==> src/rtl/seq_detect_prog.sv <==
// rtl/seq_detect_prog.sv - programmable serial bit-pattern detector with match counter
module seq_detect_prog #(
    parameter int                 MAX_LEN     = 8,
    parameter int                 CNT_W       = 16,
    parameter logic [MAX_LEN-1:0] DEF_PATTERN = 8'b0101_0101,
    parameter int                 DEF_LEN     = 8,
    parameter bit                 DEF_OVERLAP = 1'b1,
    localparam int                LEN_W       = $clog2(MAX_LEN) + 1
) (
    input  logic               i_clk,
    input  logic               i_rst_n,
    input  logic               i_en,
    input  logic               i_din,
    input  logic               i_cfg_we,
    input  logic [MAX_LEN-1:0] i_cfg_pattern,
    input  logic [LEN_W-1:0]   i_cfg_len,
    input  logic               i_cfg_overlap,
    input  logic               i_cnt_clr,
    output logic               o_flag,
    output logic               o_armed,
    output logic [CNT_W-1:0]   o_match_cnt
);

    localparam logic [LEN_W-1:0] MAX_LEN_L = LEN_W'(MAX_LEN);
    localparam logic [LEN_W-1:0] DEF_LEN_L = LEN_W'(DEF_LEN);
    localparam logic [LEN_W-1:0] ONE_L     = LEN_W'(1);

    logic [MAX_LEN-1:0] r_hist;
    logic [LEN_W-1:0]   r_fill;
    logic [MAX_LEN-1:0] r_pat;
    logic [LEN_W-1:0]   r_len;
    logic               r_overlap;
    logic               r_flag;
    logic               r_armed;
    logic [CNT_W-1:0]   r_cnt;

    logic [LEN_W-1:0]   w_cfg_len_eff;
    logic [MAX_LEN-1:0] w_hist_n;
    logic [LEN_W-1:0]   w_fill_n;
    logic [MAX_LEN-1:0] w_mask;
    logic               w_match;
    logic               w_cnt_max;

    // Clamp the requested length into 1..MAX_LEN so the stored length is always usable
    always_comb begin
        w_cfg_len_eff = i_cfg_len;
        if (i_cfg_len == '0) begin
            w_cfg_len_eff = ONE_L;
        end else if (i_cfg_len > MAX_LEN_L) begin
            w_cfg_len_eff = MAX_LEN_L;
        end
    end

    // Low r_len bits of the history take part in the compare; upper pattern bits are ignored
    always_comb begin
        w_mask = '0;
        for (int i = 0; i < MAX_LEN; i++) begin
            w_mask[i] = (LEN_W'(i) < r_len);
        end
    end

    assign w_hist_n  = {r_hist[MAX_LEN-2:0], i_din};
    assign w_fill_n  = (r_fill == MAX_LEN_L) ? r_fill : r_fill + ONE_L;
    // Only a genuine sample edge can produce a match; cfg loads discard din
    assign w_match   = i_en && !i_cfg_we && (w_fill_n >= r_len)
                       && (((w_hist_n ^ r_pat) & w_mask) == '0);
    assign w_cnt_max = &r_cnt;

    // Shift history, track valid-bit fill level, and register flag/armed
    always_ff @(posedge i_clk) begin
        if (!i_rst_n) begin
            r_hist    <= '0;
            r_fill    <= '0;
            r_pat     <= DEF_PATTERN;
            r_len     <= DEF_LEN_L;
            r_overlap <= DEF_OVERLAP;
            r_flag    <= 1'b0;
            r_armed   <= 1'b0;
        end else if (i_cfg_we) begin
            r_pat     <= i_cfg_pattern;
            r_len     <= w_cfg_len_eff;
            r_overlap <= i_cfg_overlap;
            r_hist    <= '0;
            r_fill    <= '0;
            r_flag    <= 1'b0;
            r_armed   <= 1'b0;
        end else if (i_en) begin
            r_hist <= w_hist_n;
            r_flag <= w_match;
            if (w_match && !r_overlap) begin
                // Non-overlapping: next hit must be built from len fresh bits
                r_fill  <= '0;
                r_armed <= 1'b0;
            end else begin
                r_fill  <= w_fill_n;
                r_armed <= (w_fill_n >= r_len);
            end
        end else begin
            r_flag <= 1'b0;
        end
    end

    // Saturating match counter; clear beats a simultaneous match, cfg loads leave it alone
    always_ff @(posedge i_clk) begin
        if (!i_rst_n) begin
            r_cnt <= '0;
        end else if (i_cnt_clr) begin
            r_cnt <= '0;
        end else if (w_match && !w_cnt_max) begin
            r_cnt <= r_cnt + CNT_W'(1);
        end
    end

    assign o_flag      = r_flag;
    assign o_armed     = r_armed;
    assign o_match_cnt = r_cnt;

endmodule
==> config.mk <==
export PLATFORM = sky130hd
export DESIGN_NAME = seq_detect_prog
export DESIGN_NICKNAME = d
export VERILOG_FILES = /design/src/rtl/seq_detect_prog.sv
export SDC_FILE = /design/constraint.sdc
export NUM_CORES = 1
export LEC_CHECK = 0
export CORE_ASPECT_RATIO = 0.8
export CORE_MARGIN = 5
export CORE_UTILIZATION = 46
export CTS_CLUSTER_SIZE = 25
export DETAILED_ROUTE_END_ITERATION = 8
export PLACE_DENSITY = 0.76
export SYNTH_ARGS = -nofsm -noshare
export SYNTH_HDL_FRONTEND = slang
export SYNTH_SLANG_ARGS = --single-unit
==> constraint.sdc <==
create_clock -name i_clk -period 3.3 [get_ports i_clk]
set_input_delay 0.99 -clock i_clk [delete_from_list [all_inputs] [get_ports i_clk]]
set_output_delay 0.99 -clock i_clk [all_outputs]
set_load 0.02 [all_outputs]
==> impl_metrics.toml <==
[run_status]
status = "finished clean"

[clocking]
cts_max_level = 2
clkLatencyLatePin_ns = 0.29
root_buffer = "clkbuf_8"
clockBufferDepth = 2
post_cts_buffers = 0
cts_tree = "built"
cts_buffers = 5
cts_resized = 0
clk_pin_slew_ns = 0.08
cts.sinks = 42
ctsHoldBuffers = 0

[placed_design]
place_congestion = 0.834
place_inst = 345
port_buffers = 36
place_hpwl_mm = 3.71

[floorplanning]
die_area_um2 = 6350
coreArea_um2 = 4650
die_y_um = 72.3
io_pins = 37
rows = 22
start_util_pct = 47.9
fp.dieW_um = 87.8

[timing]
hold_violations = 0
finalClockSkew_ns = 0.00347
slew_violations = 0
fin_crit_sh_pct = 88.8
tightest_slew_ns = 0.804
grt_setup_unrepaired = "false"
tns_ns = 0
setup_viol_count_final = 0
slew-limit-headroom_pct = 46.0
min_period_ns = 2.93
fmax_ghz = 0.341

[logic_synthesis]
ys_async_sr_fraction_pct = 0
synth_top_area_share_pct = 37.7
synth_cell_types = 43
netlist_instances = 252
synth_edf_count = 0
synth_nets = 278
yosysTopAreaCell = "dfxtp_1"
synth.most_common_cell = "dfxtp_1"
yosys_warnings = 0
ys_seq_elements = 42
synthTopCellsByCount = "42 x dfxtp_1, 26 x mux2i_1, 26 x nand2_1, 15 x nor2_1"
syn_avg_cell_area_um2 = 8.84
ys.flop_type = "dfxtp_1"
synth_area_um2 = 2230
synth_area_leaders = "dfxtp_1 38%, mux2i_1 12%, nand2_1 4.4%"
yosysSeqAreaShare_pct = 37.7

[setup_path]
cp_top_family = "compound AO/OA/AOI/OAI gates"
cp_max_fo = 18
crit_cells = 6
critPathSlowestCell = "a2111o_1"
critPathLaunchType = "input pin"
rr_worst_depth = 12
crit_type = "input pin to flip-flop"
cp_num_buf_inv = 2
cp_cell_sequence = "clkdlybuf4s50_1 -> inv_1 -> a211o_1 -> a2111o_1 -> or4_1 -> a21oi_1"
crit_required_ns = 3.52
end_kind = "flip-flop"
cp.arrival_ns = 3.15
cpPeakStageDelay_ns = 0.58

[cells_and_area]
drive_above_1_share_pct = 7.85
area_growth_pct = 25.0
instances_no_fill = 353
num-fill-cells = 420
n_antenna_cell = 0
fin_nets = 318

[pwr]
design_power_total_uw = 1030
p_leak_uw = 0.000990
vdd_drop_max_mv = 0.261
p_per_area_nw_per_um2 = 370

[drt]
wl_per_cell_um = 14.0
wl_mm = 4.96
route.detailed.drc = 0
drt-initial-drc-count = 139
ant_nets = 0
vias_per_cell = 5.53
vias = 1953
drt_pre_antenna_iters = 4

[global_route]
antenna_found_initial = 0
grt_overflow = 0
grt_pass1_wl_mm = 8.36
grt_pass1_vias = 1797
track_usage_pct = 16.6
grt_max_degree = 19

[worst_hold_path]
hp-class = "flip-flop to flip-flop"
whs_path_depth = 2

[job]
drv_cap = 0
-- routing by layer --
metal	wire length, um	part of all wire (%)	track usage [%]
met5	0	0	0
met4	45	0.91	4.43
met3	205	4.1	3.97
met2	2240	45	25.3
met1	2470	50	23.4
-- cells by family (layout without fill, tap and decap cells) --
kind of cell             count (synthesis)  count (layout)  share of synthesized area, %
AO/OA/AOI/OAI                           34              34                          10.7
XOR/XNOR                                11              11                          4.32
adder cells (fa/ha/maj)                  7               7                          3.93
buffers and inverters                   20              61                          3.59
flip-flops                              42              42                          37.7
multiplexers                            26              26                          11.7
AND/OR/NAND/NOR                        112             112                          28.1
-- path summary, 6_finish.rpt --
path,start,end,slack [ns]
min,o_armed,o_armed,0.48
max,i_en,o_match_cnt[11],0.37
min reg2reg,o_armed,o_armed,0.48
max reg2reg,r_fill[0],r_fill[3],0.55
-- stage by stage --
stage          hold WS [ns]  setup WS [ns]  utilization (%)  instance area [um^2]
2_1_floorplan         0.443          0.623                -                  2230
3_3_place_gp          0.457          0.110             57.6                  2680
3_5_place_dp          0.469         0.0734             57.6                  2680
4_1_cts               0.481          0.386             59.9                  2790
5_1_grt               0.519          0.264             59.9                  2790
6_report              0.477          0.370             59.9                  2790
-- worst register-to-register path, cell delays in order, from the launching register on --
cell and delay, ns:
dfxtp_1 0.40, inv_1 0.11, ha_1 0.20, nand3b_1 0.15, xnor2_1 0.15, ha_1 0.25
nand2b_1 0.14, a2111oi_0 0.39, buf_4 0.20, or2_2 0.21, nor3_1 0.07, buf_4 0.17
o31ai_1 0.22
-- cell type report --
cell class	instances	area, um^2	share of cell area, %
repair buffers	44	420	15.1
flip-flops and latches	42	841	30.2
clock buffers	5	68.8	2.47
multi-input cells	190	1310	46.9
well taps	60	75.1	2.69
clock inverters	3	40.0	1.44
inverters	9	33.8	1.21
-- layout by cell type, fill, tap and decap left out, drive strengths merged, types with 3 or more instances in the layout --
master and n:
buf 8, ha 7, clkbuf 5, nor2 15, mux2i 26, or4 8
nand2 26, a21oi 8, o31ai 8, nor3 5, clkdlybuf4s50 36, dfxtp 42
and4 3, nand3 12, nor2b 7, nand4 8, nor4 5, and2 3
inv 9, or3 4, nand2b 11, xnor2 9, o22ai 5, o21ai 3
-- where the power goes --
| part | leakage (uW) | internal [uW] | switching (uW) | total, uW |
|---|---|---|---|---|
| Clock | 0.0000579 | 223 | 175 | 397 |
| Sequential | 0.000341 | 517 | 10.9 | 528 |
| Combinational | 0.000590 | 53.9 | 52.4 | 106 |
-- flip-flops by register name (all words and copies together) (netlist names) --
signal / count
r_hist: 7
r_fill: 4
o_flag: 1
r_overlap: 1
r_pat: 8
r_len: 4
o_armed: 1
o_match_cnt: 16
No activity file was read; power rests on OpenSTA's default activity.
==> variant 1: new RTL, config.mk and constraints unchanged <==
`DEF_OVERLAP`: 1'b1 -> 1'b0.
--- a/src/rtl/seq_detect_prog.sv
+++ b/src/rtl/seq_detect_prog.sv
@@ -6,3 +6,3 @@
     parameter int                 DEF_LEN     = 8,
-    parameter bit                 DEF_OVERLAP = 1'b1,
+    parameter bit                 DEF_OVERLAP = 1'b0,
     localparam int                LEN_W       = $clog2(MAX_LEN) + 1
Formal check against the unedited RTL: not equivalent (Yosys sat finds a counterexample within 10 cycles, from zero or initial values and one cycle with i_rst_n low).
==> variant 1 against the unedited design <==
- total power is 0.85% higher
- count of clock-buffer cells in the layout is the same
- design area down 0.63%
- critical path depth rose by 1
- worst setup slack improved by 200 ps
- wire length down 5.6%
- synthesized area is 0.90% higher
- synthesized cell count decreased by 2.0%
- sequential cell count stayed put
- critical path type unchanged
- largest cell class unchanged
- largest power group unchanged
- highest routed layer unchanged
==> variant 1: results (changes against the unedited design) <==
- Delay-heaviest family, CP: buffers and inverters
- Total GRT Usage: 15.72% (-0.83 points)
- Largest net degree at the start of global routing: 30 (+11)
- Synth Area in Compound Gates: 10.02% (-0.65 points)
- Logic power comb: 0.102 mW (-4%)
- Worst Max-Slew Pin Slew: 503.6 ps (-300.9 ps)
- Top post-synthesis cells by count: dfxtp_1 (42), mux2i_1 (30), nand2_1 (26)
- Worst vdd ir: 0.2048 mV (-22%)
- Worst r2r src: r_fill[0]
- Buffer share of cell area: 14.64% (-0.45 points)
- GPL Wtd Cong: 0.8283 (-0.64%)
- Arr. time, crit path: 2950 ps (-200 ps)
- Non-clock inverter count: 7 (-2)
- Area contributors post-synth: dfxtp_1 (37%), mux2i_1 (13%), nand2b_1 (4.5%)
- Slowest cell on the critical path: clkdlybuf4s50_1
- Crit path max fanout: 20 (+2)
- Post-cts resize count: 0 (unchanged)
- Status: complete, no violations
- Share of cells above drive strength 1: 7.447% (-0.40 points)
- Fillers: 424 (+0.95%)
- R2r worst-path depth: 10 (-2)
- Detailed-placement wirelength estimate: 3.391 mm (-8.5%)
- Worst r2r dst: r_fill[2]
- Switching share of power: 23.48% (+0.42 points)
- Multi-input logic area: 1309 um2 (about the same)
- First-pass GRT wire length: 8.038 mm (-3.9%)
- Worst Skew: 5.550 ps (+2.080 ps)
- Leakage power: 1.013 nW (+2.4%)
- Vias in the first global route: 1709 (-4.9%)
- Clk power: 0.410 mW (+3%)
- Routed wire length: 4.681 mm (-5.6%)
- Worst slack at placement: 283.7 ps (+210.2 ps)
- CP Capture Point: o_match_cnt[10]
- Post-Synth XOR/XNOR Area: 4.285% (-0.038 points)
- Layout Nets: 307 (-3.5%)
- Comb_multi_in: 183 (-3.7%)
- Clock network area share: 4.067% (+0.16 points)
- Vias post-DR: 1851 (-5.2%)
- Worst reg-to-reg setup slack: 620 ps (+70 ps)
- Critical Path Start: i_en
- Non-clock buffers: 42 (-4.5%)
- Pwr/cell area: 375.7 nW/um2 (+1.5%)
- CP max stage delay: 520 ps (-60 ps)
- Sequential fraction of the synthesis area: 37.40% (-0.34 points)
- Fin worst setup slack: 572.7 ps (+203.2 ps)
- Drt initial violations: 89 (-36%)
- Multiplexer share of the synthesized area: 13.36% (+1.7 points)
- Syn_nets: 273 (-1.8%)
[variant 1: cell count changes in the layout (fill, tap and decap cells not counted), sizes merged, moves of 4 or more]
cell | before | now
nand4 | 8 | 2
o31ai | 8 | 3
and3 | 1 | 6
nand2b | 11 | 16
nor4 | 5 | 9
a21oi | 8 | 1
or4 | 8 | 4
xnor2 | 9 | 3
mux2i | 26 | 30
xor2 | 2 | 8
[variant 1: stage by stage]
stage / instance area, um2 / utilization (%) / std cells / hold WS, ps
2_1_floorplan: 2248 / - / 247 / 461.9
3_3_place_gp: 2656 / 57.10 / 334 / 463.2
3_5_place_dp: 2656 / 57.10 / 334 / 473.1
4_1_cts: 2769 / 59.52 / 342 / 487.7
5_1_grt: 2769 / 59.52 / 342 / 509.0
6_report: 2769 / 59.52 / 342 / 486.8
[variant 1: layer usage]
layer	GRT usage [%]	share of wire, %	wire length, um	up-vias
li1	-	-	-	957
met1	23.03	52	2413	848
met2	22.49	43	2034	39
met3	3.405	3.5	162	7
met4	5.705	1.5	70	0
met5	0	0	0	-
==> variant 2: new RTL, same settings <==
Made on the original files. Make the reset (`i_rst_n`) asynchronous in 2 clocked blocks.
--- a/src/rtl/seq_detect_prog.sv
+++ b/src/rtl/seq_detect_prog.sv
@@ -69,3 +69,3 @@
     // Shift history, track valid-bit fill level, and register flag/armed
-    always_ff @(posedge i_clk) begin
+    always_ff @(posedge i_clk or negedge i_rst_n) begin
         if (!i_rst_n) begin
@@ -103,3 +103,3 @@
     // Saturating match counter; clear beats a simultaneous match, cfg loads leave it alone
-    always_ff @(posedge i_clk) begin
+    always_ff @(posedge i_clk or negedge i_rst_n) begin
         if (!i_rst_n) begin
Check against the original RTL: differs if i_rst_n is asserted again (counterexample within 4 cycles, from zero or initial values and one cycle with i_rst_n low); with i_rst_n held inactive, the same outputs for 10 cycles.
==> variant 2 against the unedited design <==
- final cell count is 9.3% lower
- non-clock buffer count is 5 lower
- total power is 0.33% higher
- fmax shrank 0.76%
- synthesized area rose by 0.22%
- worst setup slack lost 22 ps
- wire length fell by 2.5%
- design area is 2.3% lower
- clock skew increased by 0.50 ps
- first-iteration DRC count down 17%
- sequential cell count is the same
- die area up 0.19%
==> variant 2: results (changes against the unedited design) <==
- Worst Skew: 3.972 ps (+0.5016 ps)
- Area contributors post-synth: dfrtp_1 (40%), dfstp_2 (7.1%), mux2_2 (5.5%)
- Worst Hold Path Cells: 1 (-1)
- CP max stage delay: 450 ps (-130 ps)
- Clock-pin slew on the worst setup and hold paths: 80 ps (about the same)
- Routed len/inst: 15.11 um (+7.6%)
- Fin worst setup slack: 347.1 ps (-22.37 ps)
- First-pass GRT wire length: 8.045 mm (-3.8%)
- Fillers: 402 (-4.3%)
- Switching share of power: 24.96% (+1.9 points)
- Critical path startpoint category: flip-flop
- Dpl cells: 312 (-9.6%)
- Worst vdd ir: 0.2760 mV (+5.6%)
- Pwr/cell area: 380.3 nW/um2 (+2.7%)
- Worst r2r dst: o_match_cnt[5]
- Sequential fraction of the synthesis area: 47.39% (+9.7 points)
- Detailed-placement wirelength estimate: 3.503 mm (-5.5%)
- Syn Inst Count: 223 (-12%)
- HP Start: r_pat[1]
- Cell Area, Placed: 2630 um2 (-1.8%)
- Share of cells above drive strength 1: 12.31% (+4.5 points)
- Hold_ws: 535.5 ps (+58.68 ps)
- Leakage power: 1.107 nW (+12%)
- Slowest cell on the critical path: nor4_1
- Worst slew margin: 39.00% (-7.0 points)
- Vias post-DR: 1747 (-11%)
- CP Capture Point: o_match_cnt[5]
- Worst slack at placement: 215.9 ps (+142.4 ps)
- Logic power comb: 0.133 mW (+25%)
- Post-Synth XOR/XNOR Area: 3.922% (-0.40 points)
- Unique masters post-synth: 40 (-7.0%)
- GPL Wtd Cong: 0.8733 (+4.8%)
- Top post-synthesis cells by count: dfrtp_1 (36), nor2_1 (25), o21ai_0 (17)
- Synth Area in Compound Gates: 11.37% (+0.70 points)
- Post-Layout Cell Count: 320 (-9.3%)
- Sum Neg Setup Slack: 0 ps (unchanged)
- Status: complete, no violations
- Post-synthesis adder-cell area fraction: 3.922% (-0.0088 points)
- Syn_nets: 249 (-10%)
- Largest net degree at the start of global routing: 43 (+24)
- Crit path max fanout: 16 (-2)
- Post-synth ARST share: 100.0% (+100 points)
- Delay-heaviest family, CP: simple AND/OR/NAND/NOR gates
- Multiplexer share of the synthesized area: 10.64% (-1.0 points)
- Arr. time, crit path: 3130 ps (-20 ps)
- Initial antenna violation count: 0 (unchanged)
- Drt initial violations: 115 (-17%)
- Layout Nets: 285 (-10%)
- Critical Path Start: r_fill[0]
- Seq pwr: 0.563 mW (+6.6%)
- Hold EP: r_pat[1]
- Total GRT Usage: 16.19% (-0.37 points)
- Max FFs per register: 16 (unchanged)
==> variant 2: logic make-up after synthesis <==
logic type               Yosys count
AO/OA/AOI/OAI                     43
XOR/XNOR                          10
adder cells (fa/ha/maj)            7
buffers and inverters             18
flip-flops                        42
multiplexers                      22
AND/OR/NAND/NOR                   81
==> variant 2: cell type report <==
cell class	instances	area, um2	share of cell area, %
inverter	8	30.03	1.103
sequential	42	1059	38.90
tap	60	75.07	2.759
multi-input combinational	163	1089	40.00
clock inverter	1	5.005	0.1839
clock buffer	7	86.33	3.172
timing repair buffer	39	377.9	13.89
==> variant 2: routing by layer <==
layer | global-route usage [%] | vias to the layer above | part of all wire, %
li1 | - | 866 | -
met1 | 23.69 | 841 | 50
met2 | 23.66 | 36 | 46
met3 | 4.540 | 4 | 3.6
met4 | 3.918 | 0 | 0.50
met5 | 0 | - | 0
